--- config.mk ---
export PLATFORM = sky130hd
export DESIGN_NAME = acq_bank_ctrl
export DESIGN_NICKNAME = d
export VERILOG_FILES = /design/src/rtl/acq_bank_ctrl.sv
export SDC_FILE = /design/constraint.sdc
export NUM_CORES = 1
export LEC_CHECK = 0
export ABC_AREA = 1
export CAP_MARGIN = 20
export CORE_ASPECT_RATIO = 0.5
export CORE_MARGIN = 1
export CORE_UTILIZATION = 40
export DETAILED_ROUTE_END_ITERATION = 10
export PLACE_DENSITY = 0.66
export SETUP_SLACK_MARGIN = 0.05
export SLEW_MARGIN = 20
export SYNTH_ARGS = -nofsm -noshare
export SYNTH_HDL_FRONTEND = slang
export SYNTH_SLANG_ARGS = --single-unit
--- constraint.sdc ---
create_clock -name clk -period 4.8 [get_ports clk]
set_input_delay 1.2 -clock clk [delete_from_list [all_inputs] [get_ports clk]]
set_output_delay 1.2 -clock clk [all_outputs]
set_load 0.05 [all_outputs]
--- src/rtl/acq_bank_ctrl.sv ---
// rtl/acq_bank_ctrl.sv - write-side sequencer for the two ping-pong channel banks of an AE capture
// Optional build macro ACQ_MIN_LEN_EN: discard events shorter than MIN_LEN written samples.
module acq_bank_ctrl #(
    parameter int DEPTH   = 200,
    parameter int HOLDOFF = 16,
    parameter int MIN_LEN = 4
) (
    input  logic       clk,
    input  logic       reset,
    input  logic       trigger,
    input  logic       sample_valid,
    input  logic       bank_release,
    input  logic       release_bank,
    output logic       we,
    output logic [8:0] waddr,
    output logic       bank0_full,
    output logic       bank1_full,
    output logic       memorization_completed,
    output logic [7:0] idx_final,
    output logic       overflow,
    output logic [1:0] state
);

    typedef enum logic [1:0] {
        S_IDLE  = 2'd0,
        S_WRITE = 2'd1,
        S_TAIL  = 2'd2,
        S_DONE  = 2'd3
    } state_t;

    localparam logic [7:0] LAST_IDX = 8'(DEPTH - 1);
    localparam logic [7:0] HOLD_CNT = 8'(HOLDOFF);

    state_t     r_state;
    logic       r_bank;
    logic [7:0] r_idx;
    logic [7:0] r_hold;
    logic [1:0] r_pending;
    logic       r_we;
    logic [8:0] r_waddr;
    logic       r_full0;
    logic       r_full1;
    logic       r_done;
    logic [7:0] r_idx_final;
    logic       r_overflow;

    logic       w_accept;
    logic       w_rel_hit;
    logic       w_blocked;
    logic       w_do_write;
    logic       w_wrap;
    logic       w_keep;
    logic [1:0] w_rel_mask;
    logic [1:0] w_pend_set;

    // A sample belongs to the event if it starts one or arrives while one is open.
    assign w_accept   = sample_valid &&
                        ((r_state == S_WRITE) || (r_state == S_TAIL) ||
                         ((r_state == S_IDLE) && trigger));
    // A release landing on the same cycle as a write into that bank frees it in time.
    assign w_rel_hit  = bank_release && (release_bank == r_bank);
    assign w_blocked  = r_pending[r_bank] && !w_rel_hit;
    assign w_do_write = w_accept && !w_blocked;
    assign w_wrap     = (r_idx == LAST_IDX);
    assign w_rel_mask = bank_release ? (release_bank ? 2'b10 : 2'b01) : 2'b00;

    always_comb begin
        w_pend_set = 2'b00;
        if (w_do_write && w_wrap)
            w_pend_set[r_bank] = 1'b1;
        if ((r_state == S_DONE) && w_keep && (r_idx != 8'd0))
            w_pend_set[r_bank] = 1'b1;
    end

`ifdef ACQ_MIN_LEN_EN
    logic       r_ev_bank;
    logic [7:0] r_ev_idx;
    logic [7:0] r_ev_len;

    always_ff @(posedge clk or posedge reset) begin
        if (reset) begin
            r_ev_bank <= 1'b0;
            r_ev_idx  <= 8'd0;
            r_ev_len  <= 8'd0;
        end else if ((r_state == S_IDLE) && sample_valid && trigger) begin
            r_ev_bank <= r_bank;
            r_ev_idx  <= r_idx;
            r_ev_len  <= w_do_write ? 8'd1 : 8'd0;
        end else if (w_do_write && (r_ev_len != 8'hFF)) begin
            r_ev_len  <= r_ev_len + 8'd1;
        end
    end

    assign w_keep = (r_ev_len >= 8'(MIN_LEN));
`else
    logic w_unused_min_len;
    assign w_unused_min_len = (MIN_LEN > 0);
    assign w_keep           = 1'b1;
`endif

    always_ff @(posedge clk or posedge reset) begin
        if (reset) begin
            r_state     <= S_IDLE;
            r_bank      <= 1'b0;
            r_idx       <= 8'd0;
            r_hold      <= 8'd0;
            r_pending   <= 2'b00;
            r_we        <= 1'b0;
            r_waddr     <= 9'd0;
            r_full0     <= 1'b0;
            r_full1     <= 1'b0;
            r_done      <= 1'b0;
            r_idx_final <= 8'd0;
            r_overflow  <= 1'b0;
        end else begin
            r_we      <= 1'b0;
            r_full0   <= 1'b0;
            r_full1   <= 1'b0;
            r_done    <= 1'b0;
            r_pending <= (r_pending & ~w_rel_mask) | w_pend_set;

            if (w_accept && w_blocked)
                r_overflow <= 1'b1;

            if (w_do_write) begin
                r_we        <= 1'b1;
                r_waddr     <= {r_bank, r_idx};
                r_idx_final <= r_idx;
                if (w_wrap) begin
                    r_full0 <= ~r_bank;
                    r_full1 <= r_bank;
                    r_bank  <= ~r_bank;
                    r_idx   <= 8'd0;
                end else begin
                    r_idx   <= r_idx + 8'd1;
                end
            end

            case (r_state)
                S_IDLE: begin
                    if (sample_valid && trigger) begin
                        r_state <= S_WRITE;
                        r_hold  <= 8'd0;
                    end
                end
                S_WRITE: begin
                    if (sample_valid && !trigger) begin
                        r_hold  <= 8'd1;
                        r_state <= (HOLD_CNT == 8'd1) ? S_DONE : S_TAIL;
                    end
                end
                S_TAIL: begin
                    if (sample_valid) begin
                        if (trigger) begin
                            r_hold  <= 8'd0;
                            r_state <= S_WRITE;
                        end else begin
                            r_hold <= r_hold + 8'd1;
                            if ((r_hold + 8'd1) == HOLD_CNT)
                                r_state <= S_DONE;
                        end
                    end
                end
                S_DONE: begin
                    r_state <= S_IDLE;
                    r_hold  <= 8'd0;
                    // An event ending exactly on a bank boundary was already handed over by bankN_full.
                    if (w_keep) begin
                        if (r_idx != 8'd0) begin
                            r_done <= 1'b1;
                            r_bank <= ~r_bank;
                            r_idx  <= 8'd0;
                        end
                    end
`ifdef ACQ_MIN_LEN_EN
                    else begin
                        r_bank <= r_ev_bank;
                        r_idx  <= r_ev_idx;
                    end
`endif
                end
                default: r_state <= S_IDLE;
            endcase
        end
    end

    assign we                     = r_we;
    assign waddr                  = r_waddr;
    assign bank0_full             = r_full0;
    assign bank1_full             = r_full1;
    assign memorization_completed = r_done;
    assign idx_final              = r_idx_final;
    assign overflow               = r_overflow;
    assign state                  = r_state;

endmodule

# Word-level counts from Yosys, hierarchy flattened
# Index checks and enable logic that the tools add are counted.
[classes]
shifts = 0
n_lt_le_gt_ge = 2
eq_ne = 10
multipliers = 0
mux = 34
n_reduce_logical = 20
add_sub_neg = 2
n_div = 0
bitwise = 5
[ops]
columns = ["op", "n"]
rows = [
  ["8-bit two-way mux", 8],
  ["8-bit one-hot mux with 4 select lines", 1],
  ["2-bit two-way mux", 9],
  ["8-bit by 1-bit adder with 8-bit output, second input constant", 2],
  ["1-bit two-way mux", 14],
  ["1-bit logical AND", 11],
  ["8-bit by 5-bit == test with 1-bit output, second input constant", 1],
  ["8-bit == test, second input constant", 1],
  ["2-bit one-hot mux with 4 select lines", 1],
  ["8-bit nonzero test", 1],
  ["2-bit == test, second input constant", 2],
  ["2-bit by 1-bit inequality test with 1-bit output, second input constant", 2],
  ["2-bit OR", 2],
  ["4-bit AND reduction", 1],
  ["1-bit zero test", 3],
  ["3-bit by 2-bit inequality test with 1-bit output, second input constant", 1],
  ["3-bit AND reduction", 1],
  ["2-bit bitwise AND", 1],
  ["2-bit by 1-bit == test with 1-bit output, second input constant", 1],
  ["2-bit zero test", 1],
  ["1-bit logical OR", 2],
  ["1-bit by 2-bit less-than comparator with 1-bit output, second input constant", 1],
  ["2-bit inequality test, second input constant", 1],
  ["2-bit NOT", 1],
  ["4 further kinds", 4],
]
[totals]
mem_bits_ro = 0
ff_bits = 43
memories = 0
latchBits = 0
mem_bits_rw = 0
elab_cells = 85
in_bits = 6
out_inout_bits = 24

# Depth between registers and ports, before layout
# Gate-level depths: netlist of the first run.
[depth]
word_depth = 11
mapped_depth = 11
depth_no_buf = 11

# Worst setup path after synthesis of the first run
# Ideal clock, no wire load.
[synth_timing]
path_type = "flip-flop to output port"
start = "register r_waddr[0], in the netlist waddr[0]"
end = "output port waddr[0]"
n_path_buf = 1
path_slack_ns = 2.696
required_ns = 3.600
stages_incl_launch_ff = 2
arrival_time_ns = 0.904
path_cell_list = "dfrtp_1 buf_4"
[synth_rtl]
columns = ["item", "line_no", "source"]
rows = [
  ["start: declaration", "40", "logic [8:0] r_waddr;"],
  ["start signal: assignment", "127", "r_waddr <= {r_bank, r_idx};"],
  ["end: declaration", "15", "output logic [8:0] waddr,"],
]
# No word-level cell between the ends.

# Final worst setup path of the first run
[layout_timing]
start = "input port trigger"
end = "register r_idx[7]"
[layout_between]
elab_chain_len = 7
[layout_lines]
columns = ["item", "line_no", "source"]
rows = [
  ["start: declaration", "10", "input logic trigger,"],
  ["1-bit logical AND (*)", "59", "((r_state == S_IDLE) && trigger));"],
  ["1-bit logical OR (*)", "58", "((r_state == S_WRITE) || (r_state == S_TAIL) ||"],
  ["1-bit logical AND (*)", "57", "assign w_accept = sample_valid &&"],
  ["1-bit logical AND (*)", "63", "assign w_do_write = w_accept && !w_blocked;"],
  ["8-bit two-way mux (*)", "125", "if (w_do_write) begin"],
  ["8-bit two-way mux", "169", "if (r_idx != 8'd0) begin"],
  ["8-bit two-way mux (*)", "139", "case (r_state)"],
  ["end signal: assignment", "135", "r_idx <= r_idx + 8'd1;"],
  ["end: declaration", "36", "logic [7:0] r_idx;"],
]
# Mark *: on every way between the ends. The rest lies on a longest branch, timed or not.
# A chain may end at the register's enable or synchronous reset.

==> results of run 1 <==
## power groups by stage
stage | Combinational [mW] | Sequential (mW) | Clock, mW
after CTS | 0.699 | 0.434 | 0.223
after global placement | 0.688 | 0.434 | 0
after floorplan | 0.442 | 0.562 | 0
after global routing | 0.766 | 0.444 | 0.235
after detailed placement | 0.697 | 0.439 | 0
final | 0.698 | 0.432 | 0.218
## synth_stat cells, types with 6 or more instances
| master | n | area share |
|---|---|---|
| ha_1 | 10 | 0.062 |
| nor2_1 | 11 | 0.021 |
| o21ai_0 | 7 | 0.017 |
| inv_1 | 33 | 0.062 |
| nand2_1 | 55 | 0.10 |
| a21oi_1 | 8 | 0.020 |
| nand3_1 | 11 | 0.027 |
| o22ai_1 | 7 | 0.022 |
| buf_4 | 9 | 0.034 |
| nor3_1 | 6 | 0.015 |
| o21ai_1 | 7 | 0.017 |
| dfrtp_1 | 35 | 0.44 |
## metal layers
| layer | wire [µm] | share of wire |
|---|---|---|
| met1 | 1780 | 0.48 |
| met2 | 1650 | 0.44 |
| met3 | 193 | 0.052 |
| met4 | 95 | 0.026 |
| met5 | 0 | 0 |
## final timing paths
path / start / to / slack (ns) / cells after the start
max: trigger / r_idx[7] / 1.90 / 7
min: waddr[8] / waddr[8] / 0.49 / 2
min in group asynchronous: reset / r_idx[7] / 1.17 / 2
max reg2reg: state[0] / r_idx[7] / 2.52 / 8
max in group asynchronous: reset / overflow / 3.19 / 3
min reg2reg: waddr[8] / waddr[8] / 0.49 / 2
## state kept, by name, indices dropped and copies added (netlist names)
name / flops
bank1_full: 1
waddr: 9
r_pending: 2
bank0_full: 1
r_bank: 1
memorization_completed: 1
we: 1
r_idx: 8
overflow: 1
state: 2
r_hold: 8
## logic make-up after synthesis
logic type	count (synthesis)	synth area share
AND/OR/NAND/NOR	99	0.228
buffers and inverters	51	0.125
AO/OA/AOI/OAI	41	0.132
flip-flops	35	0.435
adder cells (fa/ha/maj)	10	0.0622
XOR/XNOR	4	0.0174
## layout make-up
cell class                      count  area (µm²)  share of cell area
Timing Repair Buffer               31         325               0.136
Inverter                           37         140              0.0585
Tap cell                           66        82.6              0.0345
Sequential cell                    35         876               0.366
Multi-Input combinational cell    154         885               0.369
Clock inverter                      1        5.00             0.00209
Clock buffer                        6        82.6              0.0345
## worst max-delay path, stage by stage
cell	delay (ns)
clkdlybuf4s50_1	0.56
nand2_2	0.08
o21ai_2	0.15
nand3_2	0.47
inv_2	0.37
nand4_1	0.12
a21oi_1	0.15
## stage by stage
stage	power [mW]	setup WS, ns
detailed placement	1.14	1.62
CTS	1.36	1.92
finish	1.35	1.90
floorplan	1.00	2.70
global placement	1.12	1.66
global route	1.44	1.72
==> impl_metrics.csv, run 1 <==
group,metric,value,unit
yosys,async_reset_ff_frac,1.00,
timing,setup_viol,0,
timing,rsz0062_at_grt,"no",
power_and_ir_drop,power_switching_share,0.480,
global_routing,grtUsageMet3,0.0430,
yosys,synth_edf_count,0,
yosys,synth.distinct_cells,32,
timing,finalCriticalPeriod,2.90,ns
power_and_ir_drop,ir_worst_vdd,0.000222,V
detailed_routing,num_vias,1575,
die,die_h,52.2,µm
global_routing,met1_usage,0.199,
global_routing,met2_usage,0.267,
place,post_dp_cell_area,2280,µm²
yosys,yosys_warnings,0,
die,core_area,4620,µm²
clocking,clk_pin_slew,0.08,ns
yosys,synth_area,2010,µm²
detailed_routing,viasPerCell,4.77,
timing,tns,0,ns
critical_path,crit_fanout,30,
global_routing,grt_start_max_net_pins,31,
clocking,cts_tree,"done",
run_status,outcome,"finished, final reports clean",
clocking,clk_latency,0.29,ns
cells_and_area,layout_commonest_cell,"nand2_1",
power_and_ir_drop,leakagePower,1.10,nW
global_routing,grt_pass1_wl,6440,µm
detailed_routing,routed_wl,3710,µm
place,place_congestion,0.843,
power_and_ir_drop,p_sw,648,µW
global_routing,overflow,0,
cells_and_area,utilization,0.519,
global_routing,grt_busiest_layer,"met2",
cells_and_area,drive_gt1_frac,0.110,
timing,fmax,345,MHz
place,dp_hpwl,2750,µm
die,num_rows,17,
power_and_ir_drop,powerDensity,563,nW/µm²
cells_and_area,antenna_cells,0,
timing,fin_hold_ws,0.486,ns
detailed_routing,ant_nets,0,
clocking,cts_sinks,35,
critical_path,arrival,3.11,ns
timing,maxSlewViolCount,0,
critical_path,critPathLaunchType,"input port",
power_and_ir_drop,p_comb_frac,0.518,
global_routing,first_global_vias,1468,
yosys,ys.flop_type,"dfrtp_1",
timing,min_period_over_period,0.604,
worst_hold_path,hp-class,"reg2reg",
clocking,clk_path_buf_depth,2,
critical_path,endpoint_kind,"register",
cells_and_area,fin_area,2400,µm²
timing,hold_viol,0,
flow_run,drv_cap,0,
place,dp.cells,322,
cells_and_area,stdcell_count,330,
detailed_routing,wire_per_inst,11.2,µm
die,die_w,102,µm
yosys,avgSynthCellArea,8.38,µm²
yosys,synth_nets,256,
clocking,ctsResizeCount,0,
detailed_routing,drc_errors,0,
power_and_ir_drop,seq_power_share,0.320,
cells_and_area,area_growth,19.1,%
clocking,cts_buffers,5,
yosys,seq_area_frac_synth,0.435,
power_and_ir_drop,internal_power,701,µW
critical_path,critPathKind,"in2reg",
global_routing,antenna_found_initial,0,
die,die-area,5330,µm²
global_routing,track_usage,0.164,
clocking,cts_hold_buffers,0,
clocking,cts_setup_buffers,0,
critical_path,cp.required,5.01,ns
die,io_pins,30,
cells_and_area,layout_common_cells,"nand2_1 (55), dfrtp_1 (35), inv_1 (32)",
cells_and_area,nNetsFinal,280,
timing,worst_pin_slew,0.565,ns
timing,maxSlewHeadroom,0.623,
place,port-buffer-count,29,
yosys,syn_inst,240,
timing,finClkSkew,0.00941,ns
die,initial_utilization,0.436,
power_and_ir_drop,clockPowerShare,0.162,
cells_and_area,num-fill-cells,449,
clocking,cts_max_level,2,
yosys,synth_seq_cells,35,
clocking,cts-root-buf,"clkbuf_8",
detailed_routing,dr.pass1.iters,4,
detailed_routing,drtIter0Drc,44,
Power figures use the tool's default switching activity.
==> run 2: changes to the inputs <==
- PLACE_DENSITY: 0.66 -> 0.68
- clock period: 4.8 -> 2.6 ns (I/O delays scaled with it)
==> run 2 against run 1 <==
- first-iteration DRC count is 2.3% higher
- design area did not move
- largest cell class unchanged
- clock skew down 0.00096 ns
- critical path depth fell by 6
- final cell count grew 1.2%
- via count grew 1.6%
- register-to-register slack got worse by 1.9 ns
==> impl_metrics.csv, run 2 (synthesis results as in run 1) <==
group,metric,value,unit
run_status,outcome,"finished, final reports clean",
clocking,cts_sinks,35,
critical_path,critPathLaunch,"state[1]",
global_routing,first_global_vias,1431,
critical_path,path_cells,"clkdlybuf4s50_1",
timing,fmax,454,MHz
die,core_area,4620,µm²
timing,finalCriticalPeriod,2.20,ns
cells_and_area,layout_commonest_cell,"nand2_1",
power_and_ir_drop,powerDensity,1050,nW/µm²
timing,hold_viol,0,
die,io_pins,30,
timing,finClkSkew,0.00844,ns
critical_path,cp.required,1.95,ns
place,place_ws,0.247,ns
place,dp_hpwl,2830,µm
timing,rsz0062_at_grt,"no",
critical_path,arrival,1.55,ns
clocking,clk_pin_slew,0.07,ns
cells_and_area,utilization,0.519,
detailed_routing,num_vias,1600,
cells_and_area,drive_gt1_frac,0.119,
timing,maxSlewViolCount,0,
clocking,ctsResizeCount,0,
detailed_routing,routed_wl,3760,µm
clocking,cts_setup_buffers,0,
detailed_routing,wire_per_inst,11.2,µm
detailed_routing,drc_errors,0,
flow_run,drv_cap,0,
critical_path,critPathLaunchType,"register",
timing,maxSlewHeadroom,0.665,
die,die-area,5330,µm²
cells_and_area,stdcell_count,334,
timing,fin_hold_ws,0.479,ns
timing,min_period_over_period,0.847,
cells_and_area,area_growth,19.1,%
timing,setup_ws,0.398,ns
cells_and_area,fin_area,2400,µm²
die,num_rows,17,
timing,tns,0,ns
place,port-buffer-count,29,
clocking,cts-root-buf,"clkbuf_8",
detailed_routing,ant_nets,0,
critical_path,crit_buf_inv,1,
die,initial_utilization,0.436,
detailed_routing,dr.pass1.iters,4,
timing,setup_viol,0,
global_routing,track_usage,0.157,
power_and_ir_drop,total_power,2.53,mW
timing,worst_pin_slew,0.501,ns
critical_path,crit_fanout,6,
critical_path,endpoint_kind,"primary output",
critical_path,reg2reg_from,"state[0]",
clocking,clk_latency,0.29,ns
cells_and_area,layout_common_cells,"nand2_1 (55), dfrtp_1 (35), inv_1 (33)",
cells_and_area,nNetsFinal,283,
detailed_routing,drtIter0Drc,45,
place,dp.cells,326,
critical_path,cpPeakStageDelay,0.84,ns
cells_and_area,antenna_cells,0,
critical_path,cp_top_family,"buffers and inverters",
global_routing,antenna_found_initial,0,
global_routing,grt_start_max_net_pins,36,
worst_hold_path,hp-start,"overflow",
clocking,clk_path_buf_depth,2,
critical_path,crit_path_top_delay_cell,"clkdlybuf4s50_1",
global_routing,grt_pass1_wl,6300,µm
clocking,cts_max_level,2,
power_and_ir_drop,leakagePower,1.11,nW
place,post_dp_cell_area,2310,µm²
place,place_congestion,0.834,
detailed_routing,viasPerCell,4.79,
die,die_w,102,µm
clocking,cts_tree,"done",
clocking,cts_buffers,5,
worst_hold_path,hp-class,"reg2reg",
global_routing,overflow,0,
critical_path,critPathKind,"reg2out",
clocking,cts_hold_buffers,0,
power_and_ir_drop,ir_worst_vdd,0.000538,V
die,die_h,52.2,µm
cells_and_area,largest_register_ffs,9,
-- run 2: area by class of cell --
class,count,area (µm²)
clock buffers,6,72.6
flip-flops and latches,35,876
repair buffers,34,328
fillers,445,2220
clock inverters,2,12.5
multi-input cells,154,885
inverters,37,140
well taps,66,82.6
-- run 2: where the power goes --
group          total, mW  switching (mW)  internal, mW
clock              0.383           0.196         0.187
combinational       1.35           0.898         0.448
sequential         0.797           0.117         0.680
-- run 2: layer usage --
layer | track usage | part of all wire | vias up
li1 | - | - | 819
met1 | 0.202 | 0.49 | 747
met2 | 0.256 | 0.47 | 30
met3 | 0.0403 | 0.038 | 4
met4 | 0.0571 | 0.0096 | 0
met5 | 0 | 0 | -
-- run 2: path summary, 6_finish.rpt --
path / cells past startpoint / endpoint / slack (ns)
hold reg to reg: 1 / overflow / 0.48
hold / removal: 1 / overflow / 0.48
max in group asynchronous: 3 / r_hold[3] / 1.53
setup reg to reg: 9 / r_bank / 0.63
min in group asynchronous: 3 / r_idx[5] / 0.75
setup / recovery: 1 / state[1] / 0.40
